==> src/rtl/if_fetch_unit.sv <==
// Instruction fetch stage with PC, next-PC selection and IF/ID pipeline register.
// Optional performance counters are enabled by defining IF_PERF_CNT_EN.
module if_fetch_unit #(
  parameter logic [31:0] RESET_PC = 32'h0000_3000
) (
  input  logic        clk,
  input  logic        rst,
  output logic [31:0] imem_addr,
  input  logic [31:0] imem_data,
  input  logic        stall_IF,
  input  logic        Jump_ID,
  input  logic [31:0] J_Addr_ID,
  input  logic        Jr_EX,
  input  logic [31:0] Jr_Target_EX,
  input  logic        Branch_EX,
  input  logic [31:0] Branch_Target_EX,
  output logic [5:0]  OP_ID,
  output logic [4:0]  Rs_ID,
  output logic [4:0]  Rt_ID,
  output logic [4:0]  Rd_ID,
  output logic [4:0]  shamt_ID,
  output logic [5:0]  func_ID,
  output logic [15:0] imm16_ID,
  output logic [25:0] J_Target_ID,
  output logic [31:0] PC_Addr_ID,
  output logic        valid_ID
`ifdef IF_PERF_CNT_EN
  ,
  output logic [31:0] fetch_cnt,
  output logic [31:0] stall_cnt,
  output logic [31:0] flush_cnt
`endif
);

  typedef enum logic [1:0] {ACT_LOAD, ACT_HOLD, ACT_FLUSH} act_t;

  localparam logic [31:0] ALIGN_MASK = 32'hFFFF_FFFC;

  logic [31:0] pc;
  logic [31:0] pc_plus4;
  logic [31:0] next_pc;
  logic [31:0] ir;
  logic [31:0] pc4_id;
  logic        valid_q;
  logic        jump_taken;
  act_t        act;

  assign pc_plus4   = pc + 32'd4;
  assign jump_taken = Jump_ID & ~stall_IF;
  assign imem_addr  = pc;

  // Branch/jr are older than the ID instruction, so they beat both stall and jump.
  always_comb begin
    next_pc = pc_plus4;
    act     = ACT_LOAD;
    if (Branch_EX) begin
      next_pc = Branch_Target_EX & ALIGN_MASK;
      act     = ACT_FLUSH;
    end else if (Jr_EX) begin
      next_pc = Jr_Target_EX & ALIGN_MASK;
      act     = ACT_FLUSH;
    end else if (jump_taken) begin
      next_pc = J_Addr_ID & ALIGN_MASK;
      act     = ACT_FLUSH;
    end else if (stall_IF) begin
      next_pc = pc;
      act     = ACT_HOLD;
    end
  end

  always_ff @(posedge clk) begin
    if (rst) begin
      pc      <= RESET_PC;
      ir      <= '0;
      pc4_id  <= '0;
      valid_q <= 1'b0;
    end else begin
      pc <= next_pc;
      unique case (act)
        ACT_FLUSH: begin
          ir      <= '0;
          pc4_id  <= '0;
          valid_q <= 1'b0;
        end
        ACT_HOLD: ;
        default: begin
          ir      <= imem_data;
          pc4_id  <= pc_plus4;
          valid_q <= 1'b1;
        end
      endcase
    end
  end

  // An all-zero IF/ID word decodes as sll $0,$0,0, so the flush is a NOP.
  assign OP_ID       = ir[31:26];
  assign Rs_ID       = ir[25:21];
  assign Rt_ID       = ir[20:16];
  assign Rd_ID       = ir[15:11];
  assign shamt_ID    = ir[10:6];
  assign func_ID     = ir[5:0];
  assign imm16_ID    = ir[15:0];
  assign J_Target_ID = ir[25:0];
  assign PC_Addr_ID  = pc4_id;
  assign valid_ID    = valid_q;

`ifdef IF_PERF_CNT_EN
  always_ff @(posedge clk) begin
    if (rst) begin
      fetch_cnt <= '0;
      stall_cnt <= '0;
      flush_cnt <= '0;
    end else begin
      unique case (act)
        ACT_FLUSH: flush_cnt <= flush_cnt + 32'd1;
        ACT_HOLD:  stall_cnt <= stall_cnt + 32'd1;
        default:   fetch_cnt <= fetch_cnt + 32'd1;
      endcase
    end
  end
`endif

endmodule

==> config.mk <==
export PLATFORM = sky130hd
export DESIGN_NAME = if_fetch_unit
export DESIGN_NICKNAME = d
export VERILOG_FILES = /design/src/rtl/if_fetch_unit.sv
export SDC_FILE = /design/constraint.sdc
export NUM_CORES = 1
export LEC_CHECK = 0
export ABC_CLOCK_PERIOD_IN_PS = 2900
export BUFFER_PORTS_ARGS = -buffer_cell sky130_fd_sc_hd__buf_2
export CAP_MARGIN = 5
export CELL_PAD_IN_SITES_DETAIL_PLACEMENT = 1
export CELL_PAD_IN_SITES_GLOBAL_PLACEMENT = 2
export CORE_MARGIN = 8
export CORE_UTILIZATION = 25
export CTS_CLUSTER_DIAMETER = 150
export CTS_CLUSTER_SIZE = 8
export DETAILED_ROUTE_END_ITERATION = 7
export PLACE_DENSITY = 0.86
export SLEW_MARGIN = 30
export SYNTH_ARGS = -nofsm -noshare
export SYNTH_HDL_FRONTEND = slang
export SYNTH_SLANG_ARGS = --single-unit
==> constraint.sdc <==
create_clock -name clk -period 2.9 [get_ports clk]
set_input_delay 0.87 -clock clk [delete_from_list [all_inputs] [get_ports clk]]
set_output_delay 0.87 -clock clk [all_outputs]
set_load 0.1 [all_outputs]
==> results.cfg, run 1 <==
[run_status]
outcome = finished, final reports clean

[yosys]
synth_top_family_by_area = compound AO/OA/AOI/OAI gates
synth-simple-area-share = 0.206
synth.area.mux_share = 0.00426
yosys.area_share.adder = 0.00250
ys_seq_area_frac = 0.373
synthDistinctLibCells = 57
synthCells = 634
synth_top_cell_by_area = dfxtp_1
synth_top_area_share = 0.373
synth.avg_cell_area_um2 = 7.88
ys_warn_count = 0
synthTopCellsByArea = dfxtp_1 37%, buf_4 6.9%, a22oi_1 6.5%
ys.flop_type = dfxtp_1
syn_area_mm2 = 0.00500
synth_edf_count = 0
async_reset_ff_frac = 0
ys_ff_latch = 93
synth_compound_area_frac = 0.254
synth_xor_area_frac = 0.0438

[pwr]
power_mw = 3.41
ir_drop_v = 0.000259
power.net_switching_mw = 1.25
combPwrFrac = 0.245
pwr-share-clk = 0.346
p_int_mw = 2.16
p_sw_frac = 0.367
leakage_nw = 2.95
power_frac_seq = 0.409
power.density_mw_per_mm2 = 518

[cts]
cts-htree-levels = 3
cts_buffers = 9
clk_pin_slew_ns = 0.07
clock-sinks = 93
cts-resized-gates = 0
clk_path_buf_depth = 2
cts_setup_buffers = 0
cts_root_buf = clkbuf_16
postCtsHoldBufs = 0
clock_latency_ns = 0.35
cts_tree = built

[timing]
worst_slew_pin_slew_ns = 0.533
timing.final.hold_violations = 0
setup_viol = 0
slew_headroom = 0.647
slew_viol_final = 0
tns_ns = 0
fin_crit_sh = 0.824
finalCriticalPeriod_ns = 2.39
max_freq_mhz = 419
rsz0062_at_grt = false
hold_slack_ns = 0.455
fin_skew_ns = 0.00843

[place]
port_buffers = 262
finalWeightedCongestion = 0.773
dpl.hpwl_um = 17300
placed_cell_area_mm2 = 0.00630

[grt]
antenna_found_initial = 2
grt_pass1_vias = 5721
grt_pass1_wl_um = 33500
overflow = 0
grt_max_degree = 48
grt_usage = 0.174

[critical_path]
arrival_ns = 2.65
cp_max_fo = 9
r2r-start = imem_addr[2]
end_kind = flop
startpoint_type = flop
critical_path_required_ns = 3.16
critPathKind = flop to flop
reg2regPathDepth = 6
crit_start = imem_addr[2]

[floorplan]
design.portCount = 273
dieWidth_um = 157
core_mm2 = 0.0195
initial_core_util = 0.256
die_height_um = 157
rows = 51
die-area_mm2 = 0.0248

[min_path]
min_from = PC_Addr_ID[22]
hp-class = flop to flop
worstHoldPathCells = 2

[run]
maxCapViolCount = 0

[detailed_routing]
vias_per_cell = 4.91
dr.pass1.iters = 4
drtAntennaViolNets = 0
via_count = 5437
wl_per_cell_um = 20.0
wl_um = 22200
drt_drc_violations_left = 0
first_iter_violations = 268

[final_layout]
mostFrequentLayoutCells = 262 x buf_2, 93 x dfxtp_1, 79 x nor2_1
drive_gt1_frac = 0.366
fin_nets = 971
final_common_cell = buf_2
area_growth_pct = 32.0
final_area_mm2 = 0.00659
-- final timing paths --
path | slack [ns] | end
setup / recovery | 0.51 | imem_addr[26]
hold / removal | 0.45 | PC_Addr_ID[22]
setup reg to reg | 0.51 | imem_addr[26]
hold reg to reg | 0.45 | PC_Addr_ID[22]
-- power by group through the flow --
stage	registers (mW)	logic (mW)	clock network [mW]
6_report	1.40	0.838	1.18
3_3_place_gp	1.42	0.837	0
3_5_place_dp	1.43	0.842	0
2_1_floorplan	1.72	0.306	0
5_1_grt	1.41	0.888	1.27
4_1_cts	1.40	0.844	1.21
-- state kept, by name, summed over array words and instances (netlist names) --
name and cells:
PC_Addr_ID 30, valid_ID 1, ir 32, imem_addr 30
-- per-stage QoR --
step                      utilization  cells  worst slack, ns
after floorplan                     -    637            0.205
after detailed placement        0.323   1090            0.423
after global routing            0.338   1107            0.265
after global placement          0.323   1090            0.429
after CTS                       0.338   1106            0.442
final                           0.338   1107            0.511
-- per-layer routing --
metal / routed length (µm) / vias up / global-route usage / share of wire
li1: - / 2624 / - / -
met1: 9250 / 2614 / 0.206 / 0.42
met2: 11000 / 168 / 0.302 / 0.50
met3: 1580 / 29 / 0.0488 / 0.071
met4: 299 / 2 / 0.0503 / 0.013
met5: 12 / - / 0 / 0.00054
-- cell usage after synthesis, types with 7 or more instances --
| master | number |
|---|---|
| nand3_1 | 12 |
| xnor2_1 | 20 |
| nand3b_1 | 13 |
| buf_2 | 7 |
| nor2_1 | 79 |
| dfxtp_1 | 93 |
| nand2_1 | 56 |
| clkbuf_1 | 34 |
| a22oi_1 | 43 |
| buf_4 | 46 |
| a21oi_1 | 51 |
| o21ai_0 | 45 |
| inv_1 | 11 |
| or3_1 | 8 |
| nor3_1 | 13 |
-- critical path, stage by stage, from the launching register on --
cell      delay, ns
dfxtp_1        0.49
ha_1           0.26
nand3_2        0.25
or3_1          0.54
nor3_1         0.37
o21ai_0        0.14
a221oi_1       0.24
-- area by class of cell --
class / count / area, µm²
Tap cell: 265 / 332
Inverter: 12 / 45.0
Multi-Input combinational cell: 438 / 2580
Antenna cell: 1 / 2.50
Clock buffer: 12 / 256
Sequential cell: 93 / 1860
Timing Repair Buffer: 282 / 1490
Fill cell: 2489 / 12900
Clock inverter: 4 / 31.3
-- logic make-up (layout without fill, tap and decap cells) --
family	Yosys count	in the layout
AND/OR/NAND/NOR	210	210
AO/OA/AOI/OAI	196	196
buffers and inverters	106	310
flip-flops	93	93
XOR/XNOR	25	25
multiplexers	2	2
adder cells (fa/ha/maj)	1	1
other	1	5
Power figures use the tool's default switching activity.
==> run 2: changes to the inputs <==
--- a/config.mk
+++ b/config.mk
@@ -5,17 +5,17 @@
 export SDC_FILE = /design/constraint.sdc
 export NUM_CORES = 1
 export LEC_CHECK = 0
-export ABC_CLOCK_PERIOD_IN_PS = 2900
+export ABC_CLOCK_PERIOD_IN_PS = 2400
 export BUFFER_PORTS_ARGS = -buffer_cell sky130_fd_sc_hd__buf_2
 export CAP_MARGIN = 5
 export CELL_PAD_IN_SITES_DETAIL_PLACEMENT = 1
 export CELL_PAD_IN_SITES_GLOBAL_PLACEMENT = 2
 export CORE_MARGIN = 8
-export CORE_UTILIZATION = 25
+export CORE_UTILIZATION = 23
 export CTS_CLUSTER_DIAMETER = 150
 export CTS_CLUSTER_SIZE = 8
 export DETAILED_ROUTE_END_ITERATION = 7
-export PLACE_DENSITY = 0.86
+export PLACE_DENSITY = 0.8
 export SLEW_MARGIN = 30
 export SYNTH_ARGS = -nofsm -noshare
 export SYNTH_HDL_FRONTEND = slang
==> constraint.sdc (replaced) <==
create_clock -name clk -period 2.4 [get_ports clk]
set_input_delay 0.72 -clock clk [delete_from_list [all_inputs] [get_ports clk]]
set_output_delay 0.72 -clock clk [all_outputs]
set_load 0.1 [all_outputs]
==> results.cfg, run 2 (synthesized netlist as in run 1, its figures left out) <==
[place]
place_inst = 1119
port_buffers = 262
dpl.hpwl_um = 17600
placed_cell_area_mm2 = 0.00644
finalWeightedCongestion = 0.787
post-place-ws_ns = 0.196

[grt]
grt_usage = 0.160
grt_max_degree = 45
overflow = 0
grt_pass1_vias = 5712
antenna_found_initial = 3
grt_pass1_wl_um = 33300

[detailed_routing]
drtAntennaViolNets = 0
vias_per_cell = 4.80
wl_per_cell_um = 19.7
dr.pass1.iters = 4
wl_um = 22400
drt_drc_violations_left = 0
first_iter_violations = 229
via_count = 5457

[cts]
cts_buffers = 9
cts_setup_buffers = 0
clk_pin_slew_ns = 0.07
clk_path_buf_depth = 2
clock_latency_ns = 0.35
clock-sinks = 93
cts_root_buf = clkbuf_16
cts-htree-levels = 3
cts-resized-gates = 0
cts_tree = built
postCtsHoldBufs = 0

[timing]
slew_viol_final = 0
setup_viol = 0
slew_headroom = 0.637
fin_crit_sh = 0.874
fin_skew_ns = 0.0120
max_freq_mhz = 477
timing.final.hold_violations = 0
setup_slack_ns = 0.302
hold_slack_ns = 0.451
worst_slew_pin_slew_ns = 0.540
rsz0062_at_grt = false
finalCriticalPeriod_ns = 2.10
tns_ns = 0

[final_layout]
utilization = 0.315
final_common_cell = buf_2
area_growth_pct = 35.7
fin_nets = 985
mostFrequentLayoutCells = 262 x buf_2, 79 x dfxtp_1, 79 x nor2_1
drive_gt1_frac = 0.394
largest_register_ffs = 32
final_cell_count_no_fill = 1137
final_area_mm2 = 0.00678
fillers = 2640
regMostFlops = ir

[min_path]
hp-class = flop to flop
worstHoldPathCells = 2

[pwr]
power.density_mw_per_mm2 = 644
power_frac_seq = 0.386
pwr-share-clk = 0.375
ir_drop_v = 0.000325
leakage_nw = 3.05
combPwrFrac = 0.238
power_mw = 4.37
p_int_mw = 2.82
p_sw_frac = 0.355
power.net_switching_mw = 1.55

[floorplan]
die-area_mm2 = 0.0267
initial_core_util = 0.232
design.portCount = 273
rows = 54
core_mm2 = 0.0216
die_height_um = 163
dieWidth_um = 163

[critical_path]
arrival_ns = 2.35
critPathKind = flop to flop
end_kind = flop
reg2regPathDepth = 6
critical_path_required_ns = 2.65
startpoint_type = flop
cp_max_fo = 7

[run_status]
outcome = finished, final reports clean

[run]
maxCapViolCount = 0
-- run 2: cell count changes in the layout (fill, tap and decap cells not counted), sizes merged, moves of 2 or more --
cell | before | now
bufinv | 0 | 2
clkinvlp | 3 | 0
clkbuf | 12 | 10
buf | 282 | 296
inv | 12 | 14
-- run 2: metal layers --
| metal | global-route usage | routed length [µm] | up-vias |
|---|---|---|---|
| li1 | - | - | 2650 |
| met1 | 0.190 | 9490 | 2608 |
| met2 | 0.270 | 10800 | 177 |
| met3 | 0.0522 | 1760 | 20 |
| met4 | 0.0463 | 326 | 2 |
| met5 | 0 | 13 | - |
-- run 2: area by class of cell --
type                            count  area, µm²  share of cell area
Inverter                           12       45.0             0.00664
Clock inverter                      6       91.3              0.0135
Sequential cell                    93       1880               0.277
Tap cell                          280        350              0.0517
Antenna cell                        2       5.00            0.000738
Clock buffer                       10        239              0.0352
Multi-Input combinational cell    438       2580               0.380
Timing Repair Buffer              296       1590               0.235
-- run 2: power groups by stage --
stage	combinational, mW	clock [mW]	sequential, mW
after global placement	1.04	0	1.72
after global routing	1.10	1.74	1.70
final	1.04	1.64	1.69
after detailed placement	1.05	0	1.72
after floorplan	0.370	0	2.09
after CTS	1.05	1.71	1.69
-- run 2: final timing paths --
kind | start | end | slack [ns]
worst max-delay path | imem_addr[2] | imem_addr[26] | 0.30
worst max register to register | imem_addr[2] | imem_addr[26] | 0.30
worst min-delay path | PC_Addr_ID[23] | PC_Addr_ID[23] | 0.45
worst min register to register | PC_Addr_ID[23] | PC_Addr_ID[23] | 0.45
-- run 2: critical path, stage by stage (launching register included) --
cell      delay [ns]
dfxtp_2         0.42
ha_1            0.22
nand3_2         0.14
or3_1           0.48
nor3_1          0.36
o21ai_0         0.13
a221oi_1        0.24
==> run 3: changes to the inputs <==
--- a/config.mk
+++ b/config.mk
@@ -5,17 +5,17 @@
 export SDC_FILE = /design/constraint.sdc
 export NUM_CORES = 1
 export LEC_CHECK = 0
-export ABC_CLOCK_PERIOD_IN_PS = 2400
+export ABC_CLOCK_PERIOD_IN_PS = 1800
 export BUFFER_PORTS_ARGS = -buffer_cell sky130_fd_sc_hd__buf_2
 export CAP_MARGIN = 5
 export CELL_PAD_IN_SITES_DETAIL_PLACEMENT = 1
 export CELL_PAD_IN_SITES_GLOBAL_PLACEMENT = 2
 export CORE_MARGIN = 8
-export CORE_UTILIZATION = 23
+export CORE_UTILIZATION = 21
 export CTS_CLUSTER_DIAMETER = 150
 export CTS_CLUSTER_SIZE = 8
 export DETAILED_ROUTE_END_ITERATION = 7
-export PLACE_DENSITY = 0.8
+export PLACE_DENSITY = 0.77
 export SLEW_MARGIN = 30
 export SYNTH_ARGS = -nofsm -noshare
 export SYNTH_HDL_FRONTEND = slang
==> constraint.sdc (replaced) <==
create_clock -name clk -period 1.8 [get_ports clk]
set_input_delay 0.54 -clock clk [delete_from_list [all_inputs] [get_ports clk]]
set_output_delay 0.54 -clock clk [all_outputs]
set_load 0.1 [all_outputs]
==> results.cfg, run 3 (synthesized netlist as in run 1, its figures left out) <==
[run_status]
outcome = finished, final reports clean

[pwr]
leakage_nw = 3.39
ir_drop_v = 0.000461
power_mw = 5.82
power.density_mw_per_mm2 = 776

[grt]
use_met2 = 0.262
grt_max_degree = 55
grtUsageMet1 = 0.180
top_usage_layer = met2
overflow = 0
grt_pass1_vias = 6041
antenna_found_initial = 6
grt_usage = 0.156
grt_pass1_wl_um = 35200
use_met3 = 0.0635

[timing]
slew_headroom = 0.633
setup_viol = 0
rsz0062_at_grt = true
fin_skew_ns = 0.00707
hold_slack_ns = 0.405
fin_crit_sh = 0.976
finalCriticalPeriod_ns = 1.76
max_freq_mhz = 569
worst_slew_pin_slew_ns = 0.554
timing.final.hold_violations = 0
slew_viol_final = 0

[place]
dpl.hpwl_um = 18700
finalWeightedCongestion = 0.780
placed_cell_area_mm2 = 0.00711
port_buffers = 262

[detailed_routing]
vias_per_cell = 4.60
drtAntennaViolNets = 0
dr.pass1.iters = 5
wl_um = 23400
wl_per_cell_um = 19.1
via_count = 5646
first_iter_violations = 207
drt_drc_violations_left = 0

[cts]
cts_root_buf = clkbuf_16
clock_latency_ns = 0.36
clock-sinks = 93
clk_path_buf_depth = 2
cts-htree-levels = 3
clk_pin_slew_ns = 0.07
cts_tree = built
postCtsHoldBufs = 0
cts_buffers = 9

[critical_path]
crit_family = buffers and inverters
critPathKind = flop to output pin
end_kind = output pin
cp_num_buf_inv = 1
startpoint_type = flop
arrival_ns = 1.22
cp_max_fo = 8
critical_path_required_ns = 1.26
slowest_stage = buf_2
cp_cell_sequence = buf_2
cpPeakStageDelay_ns = 0.45

[floorplan]
core_mm2 = 0.0234
die-area_mm2 = 0.0290
dieWidth_um = 170
rows = 56
design.portCount = 273
initial_core_util = 0.213
die_height_um = 170

[final_layout]
drive_gt1_frac = 0.484
final_common_cell = buf_2
final_area_mm2 = 0.00751
mostFrequentLayoutCells = 249 x buf_2, 88 x buf_4, 78 x nor2_1
area_growth_pct = 50.3
largest_register_ffs = 32
regMostFlops = ir
fin_nets = 1037

[run]
maxCapViolCount = 0

[min_path]
hp-class = primary input to flop
## run 3: cell count changes in the layout (fill, tap and decap cells not counted), sizes merged
cell | before | now
buf | 296 | 347
bufinv | 2 | 1
clkbuf | 10 | 11
clkinv | 2 | 3
## run 3: final timing paths
kind,endpoint,slack (ns),start,depth (start not counted)
worst max register to register,imem_addr[9],0.06,imem_addr[3],7
worst min-delay path,imem_addr[15],0.41,Branch_Target_EX[15],2
worst max-delay path,imem_addr[14],0.04,imem_addr[14],1
worst min register to register,PC_Addr_ID[28],0.45,PC_Addr_ID[28],2
## run 3: through the flow
stage,utilization,setup WS [ns],instances,TNS [ns]
floorplan,-,-0.144,637,-1.43
global placement,0.304,-0.0653,1205,-1.68
detailed placement,0.304,-0.0933,1205,-1.88
CTS,0.320,0.00697,1225,0
global route,0.321,-0.0263,1228,-0.0296
finish,0.321,0.0438,1228,0
## run 3: cell type report
| class | count | area [µm²] |
|---|---|---|
| tap | 319 | 399 |
| fill | 2901 | 15900 |
| clock buffer | 10 | 239 |
| inverter | 12 | 45.0 |
| antenna | 2 | 5.00 |
| multi-input combinational | 438 | 2660 |
| clock inverter | 6 | 68.8 |
| timing repair buffer | 348 | 2110 |
| sequential | 93 | 1990 |
## run 3: what timing repair did
item	4_1_cts	5_1_grt
gates cloned	0	0
setup endpoints to repair	14	16
resized for setup	9	7
pin swaps	4	5
buffers inserted	4	1
## run 3: routing by layer
metal | routed length [µm] | share of wire
met2 | 11100 | 0.48
met1 | 9790 | 0.42
met5 | 50 | 0.0021
met3 | 1940 | 0.083
met4 | 500 | 0.021
## run 3: power breakdown
part	internal, mW	leakage [nW]	switching (mW)
clock network	1.13	0.155	0.922
registers	2.13	0.785	0.104
logic	0.456	2.45	1.08
